<file path="src/rtl/alu_pkg.sv">
// Shared ALU-control definitions: ALU codes, ALU-op classes and stage FSM states.
// Used by the alu_ctrl_stage slice; optional illegal-op flag is ALU_CTRL_ILLEGAL_EN.
package alu_pkg;

  localparam logic [2:0] ALU_AND  = 3'b000;
  localparam logic [2:0] ALU_OR   = 3'b001;
  localparam logic [2:0] ALU_ADD  = 3'b010;
  localparam logic [2:0] ALU_XOR  = 3'b011;
  localparam logic [2:0] ALU_NOR  = 3'b100;
  localparam logic [2:0] ALU_SRL  = 3'b101;
  localparam logic [2:0] ALU_SUB  = 3'b110;
  localparam logic [2:0] ALU_SLTU = 3'b111;

  localparam logic [1:0] ALUOP_MEM = 2'b00;
  localparam logic [1:0] ALUOP_BR  = 2'b01;
  localparam logic [1:0] ALUOP_R   = 2'b10;
  localparam logic [1:0] ALUOP_I   = 2'b11;

  typedef enum logic [1:0] {
    StEmpty,
    StOne,
    StTwo
  } state_e;

endpackage

</file>
<file path="src/rtl/alu_ctrl_stage_if.sv">
// Handshake bundle for alu_ctrl_stage: decoded fields in, ALU code out, plus flush.
// out_illegal exists only when ALU_CTRL_ILLEGAL_EN is defined.
interface alu_ctrl_stage_if #(
  parameter int unsigned TAG_W = 32
);
  logic             in_valid;
  logic             in_ready;
  logic [1:0]       in_alu_op;
  logic [2:0]       in_funct3;
  logic             in_funct7_5;
  logic [TAG_W-1:0] in_tag;
  logic             flush;
  logic             out_valid;
  logic             out_ready;
  logic [2:0]       out_alu_operation;
  logic [TAG_W-1:0] out_tag;
`ifdef ALU_CTRL_ILLEGAL_EN
  logic             out_illegal;
`endif

  // master: the environment around the stage (upstream + execute)
  modport master (
    output in_valid, in_alu_op, in_funct3, in_funct7_5, in_tag, flush, out_ready,
    input  in_ready, out_valid, out_alu_operation, out_tag
`ifdef ALU_CTRL_ILLEGAL_EN
    , input out_illegal
`endif
  );

  // slave: the alu_ctrl_stage itself
  modport slave (
    input  in_valid, in_alu_op, in_funct3, in_funct7_5, in_tag, flush, out_ready,
    output in_ready, out_valid, out_alu_operation, out_tag
`ifdef ALU_CTRL_ILLEGAL_EN
    , output out_illegal
`endif
  );
endinterface

</file>
<file path="src/rtl/alu_ctrl_decode.sv">
// Combinational map from {ALU-op class, funct3, funct7_5} to the 3-bit ALU code.
// Illegal encodings fall back to add; the flag is exported only under ALU_CTRL_ILLEGAL_EN.
module alu_ctrl_decode
  import alu_pkg::*;
(
  input  logic [1:0] i_alu_op,
  input  logic [2:0] i_funct3,
  input  logic       i_funct7_5,
  output logic [2:0] o_alu_operation
`ifdef ALU_CTRL_ILLEGAL_EN
  ,
  output logic       o_illegal
`endif
);

  logic [2:0] w_code;
  logic       w_illegal;

  always_comb begin
    w_code    = ALU_ADD;
    w_illegal = 1'b0;
    case (i_alu_op)
      ALUOP_MEM: w_code = ALU_ADD;
      ALUOP_BR: begin
        case (i_funct3)
          3'b000, 3'b001: w_code = ALU_SUB;
          3'b110, 3'b111: w_code = ALU_SLTU;
          default:        w_illegal = 1'b1;
        endcase
      end
      default: begin
        // R-type and I-type share the map; only R-type honours funct7_5 for sub
        case (i_funct3)
          3'b000:  w_code = (i_alu_op == ALUOP_R && i_funct7_5) ? ALU_SUB : ALU_ADD;
          3'b111:  w_code = ALU_AND;
          3'b110:  w_code = ALU_OR;
          3'b100:  w_code = ALU_XOR;
          3'b011:  w_code = ALU_SLTU;
          3'b101: begin
            if (i_funct7_5) w_illegal = 1'b1;
            else            w_code    = ALU_SRL;
          end
          default: w_illegal = 1'b1;
        endcase
      end
    endcase
  end

  assign o_alu_operation = w_illegal ? ALU_ADD : w_code;
`ifdef ALU_CTRL_ILLEGAL_EN
  assign o_illegal = w_illegal;
`endif

endmodule

</file>
<file path="src/rtl/alu_ctrl_stage.sv">
// Registered ALU-control stage: decode on input, two-entry skid buffer on output, flush.
// Define ALU_CTRL_ILLEGAL_EN to carry a per-entry illegal-op flag to out_illegal.
module alu_ctrl_stage
  import alu_pkg::*;
#(
  parameter int unsigned TAG_W = 32
) (
  input logic           clk,
  input logic           rst_n,
  alu_ctrl_stage_if.slave bus
);

  logic [2:0] w_dec_op;
`ifdef ALU_CTRL_ILLEGAL_EN
  logic       w_dec_illegal;
  logic       r_out_illegal;
  logic       r_skid_illegal;
`endif

  alu_ctrl_decode u_decode (
    .i_alu_op        (bus.in_alu_op),
    .i_funct3        (bus.in_funct3),
    .i_funct7_5      (bus.in_funct7_5),
    .o_alu_operation (w_dec_op)
`ifdef ALU_CTRL_ILLEGAL_EN
    ,
    .o_illegal       (w_dec_illegal)
`endif
  );

  state_e           r_state;
  logic             r_in_ready;
  logic             r_out_valid;
  logic [2:0]       r_out_op;
  logic [TAG_W-1:0] r_out_tag;
  logic [2:0]       r_skid_op;
  logic [TAG_W-1:0] r_skid_tag;

  logic w_accept;
  logic w_drain;

  assign w_accept = bus.in_valid && r_in_ready;
  assign w_drain  = r_out_valid && bus.out_ready;

  always_ff @(posedge clk or negedge rst_n) begin
    if (!rst_n) begin
      r_state        <= StEmpty;
      r_in_ready     <= 1'b1;
      r_out_valid    <= 1'b0;
      r_out_op       <= ALU_ADD;
      r_out_tag      <= '0;
      r_skid_op      <= ALU_ADD;
      r_skid_tag     <= '0;
`ifdef ALU_CTRL_ILLEGAL_EN
      r_out_illegal  <= 1'b0;
      r_skid_illegal <= 1'b0;
`endif
    end else if (bus.flush) begin
      // flush wins over accept and drain; stale payload is harmless once invalid
      r_state     <= StEmpty;
      r_in_ready  <= 1'b1;
      r_out_valid <= 1'b0;
    end else begin
      unique case (r_state)
        StEmpty: begin
          if (w_accept) begin
            r_state     <= StOne;
            r_out_valid <= 1'b1;
            r_out_op    <= w_dec_op;
            r_out_tag   <= bus.in_tag;
`ifdef ALU_CTRL_ILLEGAL_EN
            r_out_illegal <= w_dec_illegal;
`endif
          end
        end
        StOne: begin
          if (w_accept && !w_drain) begin
            r_state    <= StTwo;
            r_in_ready <= 1'b0;
            r_skid_op  <= w_dec_op;
            r_skid_tag <= bus.in_tag;
`ifdef ALU_CTRL_ILLEGAL_EN
            r_skid_illegal <= w_dec_illegal;
`endif
          end else if (!w_accept && w_drain) begin
            r_state     <= StEmpty;
            r_out_valid <= 1'b0;
          end else if (w_accept && w_drain) begin
            r_out_op  <= w_dec_op;
            r_out_tag <= bus.in_tag;
`ifdef ALU_CTRL_ILLEGAL_EN
            r_out_illegal <= w_dec_illegal;
`endif
          end
        end
        StTwo: begin
          if (w_drain) begin
            r_state    <= StOne;
            r_in_ready <= 1'b1;
            r_out_op   <= r_skid_op;
            r_out_tag  <= r_skid_tag;
`ifdef ALU_CTRL_ILLEGAL_EN
            r_out_illegal <= r_skid_illegal;
`endif
          end
        end
        default: begin
          r_state     <= StEmpty;
          r_in_ready  <= 1'b1;
          r_out_valid <= 1'b0;
        end
      endcase
    end
  end

  assign bus.in_ready          = r_in_ready;
  assign bus.out_valid         = r_out_valid;
  assign bus.out_alu_operation = r_out_op;
  assign bus.out_tag           = r_out_tag;
`ifdef ALU_CTRL_ILLEGAL_EN
  assign bus.out_illegal       = r_out_illegal;
`endif

endmodule

</file>
<file path="src/flat_wrapper.sv">
// flat-port wrapper written by rule: the top's interface ports become plain ports
module alu_ctrl_stage_flat import alu_pkg::*;
#(
  parameter int unsigned TAG_W = 32
)
  (clk, rst_n, bus_in_valid, bus_in_alu_op, bus_in_funct3, bus_in_funct7_5, bus_in_tag, bus_flush, bus_out_ready, bus_in_ready, bus_out_valid, bus_out_alu_operation, bus_out_tag);
  alu_ctrl_stage_if #(.TAG_W(TAG_W)) bus_i ();
  input logic clk;
  input logic rst_n;
  input wire logic [$bits(bus_i.in_valid)-1:0] bus_in_valid;
  input wire logic [$bits(bus_i.in_alu_op)-1:0] bus_in_alu_op;
  input wire logic [$bits(bus_i.in_funct3)-1:0] bus_in_funct3;
  input wire logic [$bits(bus_i.in_funct7_5)-1:0] bus_in_funct7_5;
  input wire logic [$bits(bus_i.in_tag)-1:0] bus_in_tag;
  input wire logic [$bits(bus_i.flush)-1:0] bus_flush;
  input wire logic [$bits(bus_i.out_ready)-1:0] bus_out_ready;
  output wire logic [$bits(bus_i.in_ready)-1:0] bus_in_ready;
  output wire logic [$bits(bus_i.out_valid)-1:0] bus_out_valid;
  output wire logic [$bits(bus_i.out_alu_operation)-1:0] bus_out_alu_operation;
  output wire logic [$bits(bus_i.out_tag)-1:0] bus_out_tag;
  assign bus_i.in_valid = bus_in_valid;
  assign bus_i.in_alu_op = bus_in_alu_op;
  assign bus_i.in_funct3 = bus_in_funct3;
  assign bus_i.in_funct7_5 = bus_in_funct7_5;
  assign bus_i.in_tag = bus_in_tag;
  assign bus_i.flush = bus_flush;
  assign bus_i.out_ready = bus_out_ready;
  assign bus_in_ready = bus_i.in_ready;
  assign bus_out_valid = bus_i.out_valid;
  assign bus_out_alu_operation = bus_i.out_alu_operation;
  assign bus_out_tag = bus_i.out_tag;
  alu_ctrl_stage #(.TAG_W(TAG_W)) u_core (.clk(clk), .rst_n(rst_n), .bus(bus_i));
endmodule
</file>
<file path="config.mk">
export PLATFORM = sky130hd
export DESIGN_NAME = alu_ctrl_stage_flat
export DESIGN_NICKNAME = d
export VERILOG_FILES = /design/src/rtl/alu_pkg.sv /design/src/rtl/alu_ctrl_stage_if.sv /design/src/rtl/alu_ctrl_decode.sv /design/src/rtl/alu_ctrl_stage.sv /design/src/flat_wrapper.sv
export SDC_FILE = /design/constraint.sdc
export NUM_CORES = 1
export LEC_CHECK = 0
export CAP_MARGIN = 20
export CORE_ASPECT_RATIO = 1.4
export CORE_MARGIN = 4
export CORE_UTILIZATION = 30
export CTS_CLUSTER_SIZE = 10
export DETAILED_ROUTE_END_ITERATION = 16
export PLACE_DENSITY_LB_ADDON = 0.05
export SLEW_MARGIN = 20
export SYNTH_ARGS = -nofsm -noshare
export SYNTH_HDL_FRONTEND = slang
export SYNTH_SLANG_ARGS = --single-unit
</file>
<file path="constraint.sdc">
create_clock -name clk -period 2.9 [get_ports clk]
set_input_delay 0.29 -clock clk [delete_from_list [all_inputs] [get_ports clk]]
set_output_delay 0.29 -clock clk [all_outputs]
set_load 0.05 [all_outputs]
</file>
# Word-level counts from Yosys, hierarchy flattened
# Cells that the tools add are included.
[word_totals] reg_bits=74 in_bits=43 out_inout_bits=37 wordCells=89
[op_classes] n_eq_ne=23 muxes=37 bitwise_logic=1 n_reduce_logical=21
[ops] op="32-bit 2-to-1 mux" count=5
[ops] op="32-bit one-hot mux with 3 select lines" count=1
[ops] op="3-bit 2-to-1 mux" count=8
[ops] op="3-bit one-hot mux with 6 select lines" count=1
[ops] op="3-bit equality test, second input constant" count=4
[ops] op="3-bit by 2-bit inequality test with 1-bit output, second input constant" count=4
[ops] op="3-bit one-hot mux with 2 select lines" count=2
[ops] op="2-bit 2-to-1 mux" count=5
[ops] op="1-bit 2-to-1 mux" count=9
[ops] op="3-bit one-hot mux with 3 select lines" count=1
[ops] op="3-bit AND reduction" count=3
[ops] op="2-bit inequality test, second input constant" count=4
[ops] op="7-bit AND reduction" count=1
[ops] op="1-bit logical AND" count=6
[ops] op="2-bit by 1-bit inequality test with 1-bit output, second input constant" count=3
[ops] op="1-bit one-hot mux with 3 select lines" count=2
[ops] op="2-bit one-hot mux with 3 select lines" count=1
[ops] op="5-bit OR reduction" count=1
[ops] op="2-bit by 1-bit equality test with 1-bit output, second input constant" count=2
[ops] op="2-bit equality test, second input constant" count=2
[ops] op="2-bit zero test" count=2
[ops] op="4-bit by 2-bit inequality test with 1-bit output, second input constant" count=1
[ops] op="1-bit one-hot mux with 2 select lines" count=2
[ops] op="4-bit AND reduction" count=1
[ops] op="9 further kinds" count=11

# Depth between registers and ports, before layout
# Gate-level depths: netlist of run 1.
[logic_depth] depth_word=10 mapped_depth=8

# Modules after synthesis
# From an unflattened synthesis of run 1, not the netlist that was laid out.
[unflattened] hier_cells=307 area_unflattened_um2=3245.6
[modules_own_cells] module="alu_ctrl_stage" instances=1 cells_per_inst=293 area_each_um2=3151.8 seq_area_each_um2=1855.5
[modules_own_cells] module="alu_ctrl_decode" instances=1 cells_per_inst=14 area_each_um2=93.8 seq_area_each_um2=0.0

# Worst setup path before layout of run 1
# No wires, ideal clock.
[synth_path] path_kind="flip-flop to flip-flop" from="register u_core.r_in_ready, in the netlist u_core.bus.in_ready" to="register u_core.r_out_tag[10], in the netlist u_core.bus.out_tag[10]" arrival_ns=2.042 required_time_ns=2.775 path_slack_ns=0.733 path_stages_with_launch=8 period_less_slack_ns=2.167 path_cell_list="dfstp_2 > nand2_1 > ha_1 > nor2_1 > nand3_1 > a21oi_4 > buf_6 > mux2_2"
[synth_via] elab_chain_cells=5 elab_cells_between_ends=10 classes_between="4 x eq/ne; 6 x reduce/logical"
[synth_rtl] element="from (decl)" line="alu_ctrl_stage.sv:32" rtl="logic r_in_ready;"
[synth_rtl] element="from (signal assigned)" line="alu_ctrl_stage.sv:48" rtl="r_in_ready <= 1'b1;"
[synth_rtl] element="from (signal assigned)" line="alu_ctrl_stage.sv:61" rtl="r_in_ready <= 1'b1;"
[synth_rtl] element="from (signal assigned)" line="alu_ctrl_stage.sv:79" rtl="r_in_ready <= 1'b0;"
[synth_rtl] element="1-bit logical AND *" line="alu_ctrl_stage.sv:42" rtl="assign w_accept = bus.in_valid && r_in_ready;"
[synth_rtl] element="1-bit zero test" line="alu_ctrl_stage.sv:85" rtl="end else if (!w_accept && w_drain) begin"
[synth_rtl] element="1-bit logical AND" line="alu_ctrl_stage.sv:85"
[synth_rtl] element="2-bit inequality test (no source line)"
[synth_rtl] element="7-bit AND reduction (no source line) *"
[synth_rtl] element="to (signal assigned)" line="alu_ctrl_stage.sv:70" rtl="r_out_tag <= bus.in_tag;"
[synth_rtl] element="to (signal assigned)" line="alu_ctrl_stage.sv:90" rtl="r_out_tag <= bus.in_tag;"
[synth_rtl] element="to (signal assigned)" line="alu_ctrl_stage.sv:101" rtl="r_out_tag <= r_skid_tag;"
[synth_rtl] element="to (decl)" line="alu_ctrl_stage.sv:35" rtl="logic [TAG_W-1:0] r_out_tag;"
# Every way passes the cells marked *; elsewhere a longest branch is shown, timed or not.
# A chain may end at the register's enable or synchronous reset.

# Final worst setup path of run 1
[layout_path] from="register u_core.r_state[1]" to="register u_core.r_out_tag[15], in the netlist u_core.bus.out_tag[15]"
[layout_via] elab_chain_cells=3 elab_cells_between_ends=11 classes_between="7 x eq/ne; 1 x mux; 3 x reduce/logical"
[layout_rtl] element="from (decl)" line="alu_ctrl_stage.sv:31" rtl="state_e r_state;"
[layout_rtl] element="from (signal assigned)" line="alu_ctrl_stage.sv:47" rtl="r_state <= StEmpty;"
[layout_rtl] element="from (signal assigned)" line="alu_ctrl_stage.sv:60" rtl="r_state <= StEmpty;"
[layout_rtl] element="from (signal assigned)" line="alu_ctrl_stage.sv:67" rtl="r_state <= StOne;"
[layout_rtl] element="2-bit equality test (tied with other cells)" line="alu_ctrl_stage.sv:64" rtl="unique case (r_state)"
[layout_rtl] element="2-bit by 1-bit inequality test with 1-bit output (no source line) (tied with other cells)"
[layout_rtl] element="7-bit AND reduction (no source line)"
# Several ways; a longest one is shown, not always the timed one.

==> out/results.ini, run 1 <==
[route]
drt-initial-drc-count=91
totalWireLength_mm=8.76
first_pass_iters=4
via_per_inst=4.59
via_count=2765
wire_per_inst_um=14.5
drc=0
ant_nets=0

[layout]
drive_above_1_share_pct=12.9
n_antenna_cell=0
area_growth_pct=35.5
layoutNonFillerInstCount=603
nNetsFinal=502
finish.utilization_pct=41.4

[clocking]
path_clk_slew_ns=0.06
cts_tree=yes
cts_sinks=74
cts_setup_buffers=0
worstSkewPairLatency_ns=0.33
cts_max_level=3
cts_buffers=9
clockRootBuffer=clkbuf_16
clock_path_buffers=2

[synth]
ys_ff_latch=74
synth-async-reset-ratio_pct=100
netlist_instances=377
synth_cell_types=31
syn_area_per_cell_um2=9.18
netlist_top_cells_area=dfrtp_1 (51%), nand2_1 (21%), mux2_2 (10%), dfstp_2 (2.3%), ha_1 (1.4%)
synth_nets=424
ys.warnings.count=0
synth-edff-count=0
ys.flop_type=dfrtp_1
synth_top_area_share_pct=51.3
ys_seq_area_share_pct=53.6
synthTopCellsByCount=nand2_1 (198), dfrtp_1 (71), mux2_2 (32)
synth.most_common_cell=nand2_1
synth_area_mm2=0.00346
synth_area_leader_cell=dfrtp_1

[die]
die_y_um=135
die_x_um=98.8
initial_core_util_pct=30.5
rows=46
ios=80
die-area_mm2=0.0133
coreArea_mm2=0.0113

[critical_path]
endpoint_kind=flip-flop
crit_type=reg2reg
regToRegSetupSlack_ns=0.76
cpMaxStageDelayCell=nor2b_4
max_stage_delay_ns=0.54
start_kind=flip-flop
cp_max_fo=35
crit_chain=nor2b_4 -> a32oi_2 -> a21oi_4 -> buf_12 -> mux2_2
cp.required_ns=3.11
cp.arrival_ns=2.36
crit_buf_inv=1
crit_family=simple AND/OR/NAND/NOR gates

[grt]
grt_start_max_net_pins=75
grt_usage_pct=13.5
gr-total-overflow=0
grt_pass1_vias=2800
antenna_found_initial=0
grt_pass1_wl_mm=14.4

[sta]
tns_ns=0
period_share_pct=73.8
period_needed_ns=2.14
drv_slew=0
rsz0062_at_grt=false
finalHoldViolations=0
setup_viol=0
relSlewSlack_pct=40.1
tightest_slew_ns=0.899
holdWs_ns=0.470
clock.fmax_ghz=0.467
clock_skew_ns=0.00557

[power_and_ir_drop]
vdd_drop_max_mv=0.642
leakage_nw=2.22
power_density_mw_per_mm2=955

[outcome]
status=finished, final reports clean

[placed_design]
numPortBuffers=79
place_inst=586
place_congestion=0.715
hpwl_mm=5.47

[run]
cap_viol_max_count=0

[hold_path]
hold_class=in2async

[flip-flops by register name, summed over array words and instances (netlist names)]
name / cells
u_core.bus.in_ready: 1
u_core.bus.out_alu_operation: 3
u_core.bus.out_tag: 32
u_core.bus.out_valid: 1
u_core.r_skid_op: 3
u_core.r_skid_tag: 32
u_core.r_state: 2
[layout by cell type, fill, tap and decap left out, types with 4 or more instances in the layout]
cell type,instances
a21oi_1,6
clkdlybuf4s50_1,78
nor2_1,7
mux2_2,32
ha_1,4
clkbuf_16,9
clkinv_2,4
a211oi_1,4
dfrtp_1,71
nand2_1,198
[power by group]
| group | switching (mW) | internal, mW | total (mW) |
|---|---|---|---|
| registers | 0.242 | 1.49 | 1.73 |
| logic | 1.09 | 0.686 | 1.78 |
| clock network | 0.402 | 0.568 | 0.970 |
[routing by layer]
metal  GRT usage (%)  vias to the layer above  routed length [um]  part of all wire, %
met5               0                        -                   0                    0
met4            4.56                        0                 118                  1.3
met3            4.08                        9                 422                  4.8
met2            22.0                       55                4270                   49
met1            17.2                     1341                3950                   45
li1                -                     1360                   -                    -
[cell type report]
class                   instances  area [um^2]
clock inverters                 4         20.0
flip-flops and latches         74         1860
multi-input cells             282         1520
inverters                       3         11.3
well taps                     144          180
repair buffers                 85          873
fillers                      1127         6650
clock buffers                  11          233
[what timing repair did]
action / in CTS / in global routing
gates resized for setup: 0 / 0
hold buffers: 0 / 1
endpoints found under the hold margin: 0 / 34
[cells by family after synthesis]
kind of cell             synth area share (%)
AND/OR/NAND/NOR                          25.3
flip-flops                               53.6
multiplexers                             11.4
AO/OA/AOI/OAI                            4.99
buffers and inverters                    3.25
adder cells (fa/ha/maj)                  1.45
[stage by stage]
step / setup WS [ns] / area [um^2] / power (mW)
5_1_grt: 0.654 / 4690 / 4.74
6_report: 0.759 / 4690 / 4.48
4_1_cts: 0.712 / 4660 / 4.55
2_1_floorplan: 0.733 / 3460 / 2.90
3_3_place_gp: 0.564 / 4410 / 3.52
3_5_place_dp: 0.535 / 4410 / 3.55
[path summary, 6_finish.rpt]
check / start / cells past startpoint / endpoint
hold / removal: rst_n / 2 / u_core.r_state[1]
min in group clk: u_core.r_skid_tag[1] / 2 / u_core.r_skid_tag[1]
max in group asynchronous: rst_n / 3 / u_core.r_skid_tag[26]
setup / recovery: u_core.r_state[1] / 5 / u_core.bus.out_tag[15]
hold reg to reg: u_core.r_skid_tag[1] / 2 / u_core.r_skid_tag[1]
setup reg to reg: u_core.r_state[1] / 5 / u_core.bus.out_tag[15]
Power figures use the tool's default switching activity.
==> run 2, diff against run 1 <==
==> constraint.sdc (replaced) <==
create_clock -name clk -period 1.8 [get_ports clk]
set_input_delay 0.18 -clock clk [delete_from_list [all_inputs] [get_ports clk]]
set_output_delay 0.18 -clock clk [all_outputs]
set_load 0.05 [all_outputs]
==> run 2 against run 1 <==
The run now ends with negative setup slack left. Critical endpoint is now u_core.bus.out_tag[23]. Setup slack got worse by 0.91 ns. Power rose by 73%. Critical path depth rose by 3. Design area rose by 11%. Non-clock buffer count rose by 33. Hold slack got worse by 0.15 ns. Fmax rose by 9.6%. Clock skew rose by 0.0035 ns. First-iteration DRC count rose by 9.9%. Via count rose by 6.2%. Global-route usage rose by 0.91 points.
==> out/results.ini, run 2 (synthesis gave the netlist of run 1 again) <==
[grt]
grt_usage_pct=14.5
grt_start_max_net_pins=47
antenna_found_initial=0
grt_pass1_vias=2992
grt_pass1_wl_mm=15.1
gr-total-overflow=0

[outcome]
status=complete, but fails checks
violations=negative setup slack

[power_and_ir_drop]
total_power_mw=7.73
power_density_mw_per_mm2=1490
leakage_nw=2.51
vdd_drop_max_mv=0.578

[critical_path]
max_stage_delay_ns=0.63
endpoint_kind=flip-flop
cpMaxStageDelayCell=dfstp_4
cp.required_ns=2.01
cp.arrival_ns=2.17
crit_family=flip-flops
crit_chain=nand2_4 -> ha_4 -> nor2_4 -> nand3_2 -> a21oi_4 -> buf_4 -> clkbuf_16 -> mux2_2
cp_max_fo=10
start_kind=flip-flop
crit_buf_inv=2
crit_type=reg2reg

[sta]
relSlewSlack_pct=65.1
finalHoldViolations=0
tightest_slew_ns=0.522
fin_ws_ns=-0.154
drv_slew=0
rsz0062_at_grt=true
clock_skew_ns=0.00904
period_needed_ns=1.95
period_share_pct=109
setup_viol=52
clock.fmax_ghz=0.512

[placed_design]
place_inst=610
hpwl_mm=6.15
numPortBuffers=79
place_congestion=0.761

[route]
wire_per_inst_um=14.8
totalWireLength_mm=9.40
via_per_inst=4.61
via_count=2936
first_pass_iters=4
ant_nets=0
drt-initial-drc-count=100
drc=0

[layout]
mostFrequentLayoutCell=nand2_1
n_antenna_cell=0
drive_above_1_share_pct=21.7
layoutNonFillerInstCount=637
layout_common_cells=nand2_1 (197), clkdlybuf4s50_1 (74), dfrtp_1 (70)
nNetsFinal=535
area_growth_pct=50.0

[clocking]
cts_buffers=9
clock_path_buffers=2
path_clk_slew_ns=0.06
worstSkewPairLatency_ns=0.33
clockRootBuffer=clkbuf_16
cts_sinks=74
cts_tree=yes
cts_max_level=3

[die]
coreArea_mm2=0.0113
initial_core_util_pct=30.5
rows=46
die-area_mm2=0.0133
ios=80
die_x_um=98.8
die_y_um=135

[hold_path]
hold_class=in2async

[run]
cap_viol_max_count=0

[run 2: cell count changes in the layout (fill, tap and decap cells not counted), moves of 2 or more]
cell / previous run / this run
mux2_4: 0 / 18
ha_1: 4 / 2
buf_8: 0 / 2
clkdlybuf4s50_1: 78 / 74
clkbuf_16: 9 / 11
buf_6: 0 / 5
buf_4: 3 / 28
mux2_2: 32 / 15
buf_12: 3 / 5
[run 2: path summary, 6_finish.rpt]
| kind | start | endpoint | slack, ns | cells past startpoint |
|---|---|---|---|---|
| min reg2reg | u_core.r_skid_tag[10] | u_core.r_skid_tag[10] | 0.47 | 2 |
| min in group clk | bus_in_tag[9] | u_core.r_skid_tag[9] | 0.40 | 3 |
| min | rst_n | u_core.bus.out_tag[9] | 0.32 | 2 |
| max | u_core.bus.in_ready | u_core.bus.out_tag[23] | -0.15 | 8 |
| max in group asynchronous | rst_n | u_core.bus.out_tag[25] | 0.89 | 3 |
| max reg2reg | u_core.bus.in_ready | u_core.bus.out_tag[23] | -0.15 | 8 |
[run 2: stage by stage]
stage,instance area (um^2),setup TNS (ns),worst slack (ns),util (%),hold slack (ns)
6_report,5190,-5.90,-0.154,45.8,0.317
5_1_grt,5190,-11.95,-0.232,45.8,0.349
4_1_cts,5060,-4.89,-0.163,44.6,0.323
3_5_place_dp,4600,-15.14,-0.338,40.6,0.146
3_3_place_gp,4600,-12.59,-0.297,40.6,0.148
2_1_floorplan,3480,-7.57,-0.239,-,-0.116
[run 2: metal layers]
metal | wire length [um] | GRT usage [%]
met1 | 4200 | 17.9
met2 | 4720 | 24.5
met3 | 362 | 4.03
met4 | 119 | 4.33
met5 | 0 | 0
[run 2: where the power goes]
group	switching (mW)	internal, mW	total (mW)
registers	0.386	2.40	2.79
clock network	0.688	1.11	1.80
logic	1.84	1.31	3.15
total	2.91	4.82	7.73
[run 2: timing repair]
action,in CTS,in global routing
hold buffers,1,0
pin swaps,0,1
cloned,2,2
hold endpoints to repair,25,0
endpoints found under the setup margin,69,72
buffers inserted,4,4
gates resized for setup,24,24
[run 2: layout make-up]
cell class              instances  area, um^2
clock buffers                  11         243
clock inverters                 5        53.8
fillers                      1074        6150
inverters                       3        11.3
multi-input cells             282        1630
flip-flops and latches         74        1860
well taps                     144         180
repair buffers                118        1210
==> run 3, diff against run 2 <==
--- a/config.mk
+++ b/config.mk
@@ -9,6 +9,7 @@
 export CORE_ASPECT_RATIO = 1.4
 export CORE_MARGIN = 4
 export CORE_UTILIZATION = 30
+export CTS_CLUSTER_DIAMETER = 50
 export CTS_CLUSTER_SIZE = 10
 export DETAILED_ROUTE_END_ITERATION = 16
 export PLACE_DENSITY_LB_ADDON = 0.05
==> results of run 3 <==
No change in the layout: final DEF, timing and power equal those of run 2.
